`config.mk`:
```
export PLATFORM = sky130hd
export DESIGN_NAME = mips_mc_ctrl
export DESIGN_NICKNAME = d
export VERILOG_FILES = /design/src/rtl/mips_pkg.sv /design/src/rtl/mips_mc_ctrl.sv
export SDC_FILE = /design/constraint.sdc
export NUM_CORES = 1
export LEC_CHECK = 0
export ABC_CLOCK_PERIOD_IN_PS = 1600
export CORE_MARGIN = 2
export CORE_UTILIZATION = 35
export DETAILED_ROUTE_END_ITERATION = 8
export PLACE_DENSITY = 0.76
export SETUP_SLACK_MARGIN = 0.1
export SLEW_MARGIN = 20
export SYNTH_ARGS = -nofsm -noshare
export SYNTH_HDL_FRONTEND = slang
export SYNTH_SLANG_ARGS = --single-unit
```
`constraint.sdc`:
```
create_clock -name clk -period 1.6 [get_ports clk]
set_clock_uncertainty 0.05 [all_clocks]
set_input_delay 0.48 -clock clk [delete_from_list [all_inputs] [get_ports clk]]
set_output_delay 0.48 -clock clk [all_outputs]
set_load 0.03 [all_outputs]
```
`src/rtl/mips_pkg.sv`:
```
// ============================================================================
// Module  : mips_pkg
// Brief   : Shared opcode, controller-state and datapath-select encodings.
// Revision: 1.0 - initial release
// ============================================================================
`default_nettype none

package mips_pkg;

    typedef enum logic [5:0] {
        R_TYPE = 6'b000000,
        J      = 6'b000010,
        BEQ    = 6'b000100,
        ADDI   = 6'b001000,
        LW     = 6'b100011,
        SW     = 6'b101011
    } t_opcode;

    typedef enum logic [3:0] {
        FETCH  = 4'd0,
        DECODE = 4'd1,
        MEMADR = 4'd2,
        MEMRD  = 4'd3,
        MEMWB  = 4'd4,
        MEMWR  = 4'd5,
        EXEC   = 4'd6,
        ALUWB  = 4'd7,
        ADDIEX = 4'd8,
        ADDIWB = 4'd9,
        BRANCH = 4'd10,
        JUMP   = 4'd11
    } t_mc_state;

    localparam logic [1:0] C_PCSRC_ALU    = 2'b00;
    localparam logic [1:0] C_PCSRC_ALUOUT = 2'b01;
    localparam logic [1:0] C_PCSRC_JUMP   = 2'b10;

    localparam logic [1:0] C_ALUSRCB_B     = 2'b00;
    localparam logic [1:0] C_ALUSRCB_FOUR  = 2'b01;
    localparam logic [1:0] C_ALUSRCB_IMM   = 2'b10;
    localparam logic [1:0] C_ALUSRCB_IMMSH = 2'b11;

    localparam logic [1:0] C_ALUOP_ADD   = 2'b00;
    localparam logic [1:0] C_ALUOP_SUB   = 2'b01;
    localparam logic [1:0] C_ALUOP_FUNCT = 2'b10;

endpackage

`default_nettype wire

```
`src/rtl/mips_mc_ctrl.sv`:
```
// ============================================================================
// Module  : mips_mc_ctrl
// Brief   : Multi-cycle Moore sequencer for the unified-memory MIPS datapath.
// Revision: 1.0 - initial release
// ============================================================================
`default_nettype none

module mips_mc_ctrl
    import mips_pkg::*;
(
    input  logic       clk,
    input  logic       rst,
    input  logic [5:0] opcode,
    input  logic       mem_ready,
    output logic       mem_req,
    output logic       IorD,
    output logic       MemWrite,
    output logic       IRWrite,
    output logic       PCWrite,
    output logic       Branch,
    output logic [1:0] PCSrc,
    output logic       ALUSrcA,
    output logic [1:0] ALUSrcB,
    output logic [1:0] ALUOp,
    output logic       RegDst,
    output logic       MemtoReg,
    output logic       RegWrite,
    output logic       retire,
    output logic       illegal,
    output logic [3:0] state
);

    t_mc_state state_q;
    t_mc_state state_d;

    always_ff @(posedge clk) begin
        if (rst) begin
            state_q <= FETCH;
        end else begin
            state_q <= state_d;
        end
    end

    always_comb begin
        state_d = state_q;
        case (state_q)
            FETCH:  state_d = mem_ready ? DECODE : FETCH;
            DECODE: begin
                case (opcode)
                    LW, SW:  state_d = MEMADR;
                    R_TYPE:  state_d = EXEC;
                    ADDI:    state_d = ADDIEX;
                    BEQ:     state_d = BRANCH;
                    J:       state_d = JUMP;
                    default: state_d = FETCH;
                endcase
            end
            MEMADR: state_d = (opcode == LW) ? MEMRD : MEMWR;
            MEMRD:  state_d = mem_ready ? MEMWB : MEMRD;
            MEMWB:  state_d = FETCH;
            MEMWR:  state_d = mem_ready ? FETCH : MEMWR;
            EXEC:   state_d = ALUWB;
            ALUWB:  state_d = FETCH;
            ADDIEX: state_d = ADDIWB;
            ADDIWB: state_d = FETCH;
            BRANCH: state_d = FETCH;
            JUMP:   state_d = FETCH;
            default: state_d = FETCH;
        endcase
    end

    // Reset gates every strobe so nothing commits during an aborted access.
    always_comb begin
        mem_req  = 1'b0;
        IorD     = 1'b0;
        MemWrite = 1'b0;
        IRWrite  = 1'b0;
        PCWrite  = 1'b0;
        Branch   = 1'b0;
        PCSrc    = C_PCSRC_ALU;
        ALUSrcA  = 1'b0;
        ALUSrcB  = C_ALUSRCB_B;
        ALUOp    = C_ALUOP_ADD;
        RegDst   = 1'b0;
        MemtoReg = 1'b0;
        RegWrite = 1'b0;
        retire   = 1'b0;
        illegal  = 1'b0;
        if (!rst) begin
            case (state_q)
                FETCH: begin
                    mem_req = 1'b1;
                    ALUSrcB = C_ALUSRCB_FOUR;
                    IRWrite = mem_ready;
                    PCWrite = mem_ready;
                end
                DECODE: begin
                    ALUSrcB = C_ALUSRCB_IMMSH;
                    case (opcode)
                        LW, SW, R_TYPE, ADDI, BEQ, J: illegal = 1'b0;
                        default:                      illegal = 1'b1;
                    endcase
                end
                MEMADR, ADDIEX: begin
                    ALUSrcA = 1'b1;
                    ALUSrcB = C_ALUSRCB_IMM;
                end
                MEMRD: begin
                    mem_req = 1'b1;
                    IorD    = 1'b1;
                end
                MEMWB: begin
                    MemtoReg = 1'b1;
                    RegWrite = 1'b1;
                    retire   = 1'b1;
                end
                MEMWR: begin
                    mem_req  = 1'b1;
                    IorD     = 1'b1;
                    MemWrite = mem_ready;
                    retire   = mem_ready;
                end
                EXEC: begin
                    ALUSrcA = 1'b1;
                    ALUOp   = C_ALUOP_FUNCT;
                end
                ALUWB: begin
                    RegDst   = 1'b1;
                    RegWrite = 1'b1;
                    retire   = 1'b1;
                end
                ADDIWB: begin
                    RegWrite = 1'b1;
                    retire   = 1'b1;
                end
                BRANCH: begin
                    ALUSrcA = 1'b1;
                    ALUOp   = C_ALUOP_SUB;
                    PCSrc   = C_PCSRC_ALUOUT;
                    Branch  = 1'b1;
                    retire  = 1'b1;
                end
                JUMP: begin
                    PCSrc   = C_PCSRC_JUMP;
                    PCWrite = 1'b1;
                    retire  = 1'b1;
                end
                default: mem_req = 1'b0;
            endcase
        end
    end

    assign state = state_q;

endmodule

`default_nettype wire
```
==> impl_metrics.toml, run 1 <==
[floorplan]
die_y_um = 46.32
ios = 31
dieWidth_um = 46.32
fp-row-count = 15
start_util_pct = 36.70

[cts]
cts_buffers = 3
ctsHtreeMaxLevel = 1
cts_hold_buf = 0
cts_setup_buffers = 18
ctsResizeCount = 80
cts_root_buf = "clkbuf_4"
clockBufferDepth = 2
cts_sinks = 4

[yosys]
yosysWarnings = 0
synth_area_um2 = 626.9
ys_types = 36
yosysTopAreaCellShare_pct = 12.77
synth-seq-cells = 4
synthTopCellsByArea = "dfxtp_1 13%, a21oi_1 9.6%, nor3_1 7.2%"
avgSynthCellArea_um2 = 6.332
ys_seq_area_share_pct = 12.77
synth_area_leader_cell = "dfxtp_1"
synth_nets = 108
syn_inst = 99

[place]
gp_congestion = 0.8521
hpwl_mm = 1.872
io_buffers = 30
dp_cells = 179

[outcome]
firstError = "[ERROR DPL-0038] Utilization greater than 100%, impossible to legalize"
lastStage = "clock tree synthesis (4_1_cts)"
status = "aborted with a tool error"
==> through the flow <==
stage	cell area (µm²)	setup WS (ps)
after floorplan	984.7	-652.7
after global placement	1399	-732.5
after detailed placement	1399	-755.6
==> logic make-up after synthesis <==
group | Yosys count | share of synthesized area, %
AND/OR/NAND/NOR | 48 | 43.91
flip-flops | 4 | 12.77
AO/OA/AOI/OAI | 30 | 29.54
XOR/XNOR | 3 | 4.192
buffers and inverters | 14 | 9.580
==> synth_stat cells (all sizes together) <==
cell type / number
a2111o: 1
a2111oi: 2
a211oi: 1
a21o: 1
a21oi: 12
a31oi: 3
and4bb: 1
buf: 4
clkbuf: 6
dfxtp: 4
inv: 4
nand2: 7
nand2b: 3
nand3: 1
nand3b: 2
nand4: 1
nand4b: 1
nor2: 10
nor2b: 1
nor3: 9
nor3b: 3
nor4: 2
nor4b: 2
o211ai: 1
o21ai: 8
o22a: 1
or2: 2
or2b: 1
or3b: 2
xnor2: 2
xor2: 1
==> run 2, diff against run 1 <==
- ABC_CLOCK_PERIOD_IN_PS: 1600 -> 2100
- CORE_AREA: not set -> 2 2 63 65
- CORE_MARGIN: 2 -> not set
- CORE_UTILIZATION: 35 -> not set
- DIE_AREA: not set -> 0 0 65 67
- PLACE_DENSITY: 0.76 -> not set
- PLACE_DENSITY_LB_ADDON: not set -> 0.15
- SETUP_SLACK_MARGIN: 0.1 -> not set
- clock period: 1.6 -> 2.1 ns (I/O delays scaled with it)
==> impl_metrics.toml, run 2 <==
[outcome]
status = "complete, but fails checks"
violations = "negative setup slack"

[routing]
firstDrtPassIters = 4
antenna_left = 0
routed_wl_mm = 2.517
routed_via_density = 4.473
drc = 0
drt-initial-drc-count = 18
routedWlPerCell_um = 12.28
vias = 917

[global_route]
antenna_found_initial = 0
grt_max_degree = 16
grt_pass1_wl_mm = 3.767
grt_usage_pct = 10.96
grt.overflow.total = 0
grt_pass1_vias = 840

[cells_and_area]
largest_register_ffs = 4
area_growth_pct = 129.5
ff_latch_area_um2 = 95.09
multi_input_area_um2 = 678.2
drive_above_1_share_pct = 63.06
antenna_cells = 0
nets = 168
layout_commonest_cell = "buf_4"
final_area_um2 = 1439
mostFrequentLayoutCells = "41 x buf_4, 14 x buf_6, 11 x a21oi_1, 5 x nand2_1, 5 x o21ai_0"
fillCellCount = 370

[power_and_ir_drop]
power.share.sequential_pct = 20.5
combPwrFrac_pct = 39.9
ir_drop_v = 0.0001476
leakage_nw = 0.5545
swShare_pct = 30.66
pwr-share-clk_pct = 39.7
internal_power_mw = 0.2754
total_power_mw = 0.3972
p_per_area_nw_per_um2 = 276.0
p_switching_mw = 0.1218

[sta]
setup_viol = 3
hold_ws_ps = 672.8
hold_viol = 0
worst_pin_slew_ps = 377.0
timing.final.crit_share_pct = 105.0
final.setup.worst_slack_ps = -105.3
period_needed_ps = 2205
rsz0062_at_grt = "true"
fmax_ghz = 0.4534
maxSlewHeadroom_pct = 74.51
slew_viol_final = 0

[floorplan]
fp-row-count = 22
ios = 31
core-area_um2 = 3606
dieWidth_um = 65
die_area_um2 = 4355
die_y_um = 67
start_util_pct = 17.38

[setup_path]
crit_path_max_incr_delay_ps = 410
cp-end-kind = "output port"
critPathKind = "input port to output port"
crit_chain = "buf_6 -> a2111o_1 -> a21oi_2 -> nor3_4 -> buf_6"
critPathTopFamily = "compound AO/OA/AOI/OAI gates"
worstPathArrival_ps = 1530
crit_path_top_delay_cell = "a2111o_1"
reg2reg_from = "state[3]$_SDFF_PP0_"
crit_path_frequent_cell = "buf_6"
start_kind = "input port"
crit_buf_inv = 2
cp_data_required_time_ps = 1420
critPathMaxFanout = 2
critPathLaunch = "opcode[1]"

[cts]
cts_buffers = 3
cts_root_buf = "clkbuf_8"
cts_sinks = 4
cts_tree = "built"
ctsHtreeMaxLevel = 1
clockBufferDepth = 2
clock_latency_ps = 220
clkTransAtPathRegs_ps = 30

[yosys]
ys_types = 36
yosysTopAreaCellShare_pct = 12.77
synth_area_leader_cell = "dfxtp_1"
avgSynthCellArea_um2 = 6.332
synthTopCellsByCount = "12 x a21oi_1, 10 x nor2_1, 9 x nor3_1, 7 x nand2_1, 7 x o21ai_0"
synth_most_common_cell = "a21oi_1"
syn_inst = 99
synthTopCellsByArea = "dfxtp_1 13%, a21oi_1 9.6%, nor3_1 7.2%"
synth-seq-cells = 4
ys_seq_area_share_pct = 12.77
synth_area_um2 = 626.9
synth_edf_count = 0
yosysWarnings = 0
synth_nets = 108
synth-main-ff-cell = "dfxtp_1"
async_flop_share_pct = 0

[hold_path]
hold_path_class = "flip-flop to flip-flop"
hp-start = "state[3]$_SDFF_PP0_"

[place]
hpwl_mm = 1.923
io_buffers = 30
dp_slack_ps = -623.3
placed_area_um2 = 1246
gp_congestion = 0.7248

[run]
drv_cap = 0
==> run 2: path summary, 6_finish.rpt <==
kind | slack, ps | cells after the start | to
worst max-delay path | -110 | 5 | illegal
worst min-delay path | 670 | 2 | state[0]$_SDFF_PP0_
worst max register to register | 380 | 4 | state[3]$_SDFF_PP0_
worst min register to register | 670 | 2 | state[0]$_SDFF_PP0_
==> run 2: layout make-up <==
class                      instances  area share [%]
inverter                           4           1.043
timing repair buffer              65           38.17
tap                               48           4.174
multi-input combinational         81           47.13
sequential                         4           6.609
clock buffer                       3           2.870
==> run 2: metrics by stage <==
step                      setup TNS, ps  instances  utilization (%)
after floorplan                   -1123         99                -
after global placement            -8370        192            34.56
after detailed placement          -8636        192            34.56
after CTS                        -205.1        201            38.03
after global routing             -447.5        205            39.90
final                            -180.0        205            39.90
==> run 2: routing by layer <==
layer	vias to the layer above	GRT usage [%]	routed length, µm
met3	0	1.689	95
li1	473	-	-
met4	0	0.7979	0
met1	422	12.07	1068
met2	22	22.55	1353
met5	-	0	0
==> run 2: timing repair <==
action                     in CTS  in global routing
gates resized for setup        49                 13
gates cloned                    0                  0
hold buffers                    0                  0
setup endpoints to repair      22                 11
pin swaps                       6                  3
buffers inserted                6                  4
==> run 2: tightest hold or removal path, cell delays in order, from the launching register on <==
cell	delay [ps]
dfxtp_4	380
o21ai_0	210
a31oi_1	90
==> run 2: kinds of logic (layout without fill, tap and decap cells) <==
| family | after synthesis | count (layout) | share of synthesized area (%) |
|---|---|---|---|
| and+or+nand+nor | 48 | 48 | 43.91 |
| buffers and inverters | 14 | 72 | 9.580 |
| DFF | 4 | 4 | 12.77 |
| AOI/OAI and AO/OA | 30 | 30 | 29.54 |
| xor gates and xnor gates | 3 | 3 | 4.192 |
==> run 2: power by group through the flow <==
stage	registers [mW]	clock network (mW)	logic (mW)
finish	0.0813	0.158	0.158
global route	0.0820	0.173	0.170
CTS	0.0825	0.163	0.152
detailed placement	0.0878	0	0.145
global placement	0.0879	0	0.143
floorplan	0.0847	0	0.0782
No activity file was read; power rests on OpenSTA's default activity.
==> run 3, diff against run 2 <==
- ABC_CLOCK_PERIOD_IN_PS: 2100 -> not set
==> results of run 3 <==
Same layout as run 2: the final DEF is identical, and so are final timing and power.
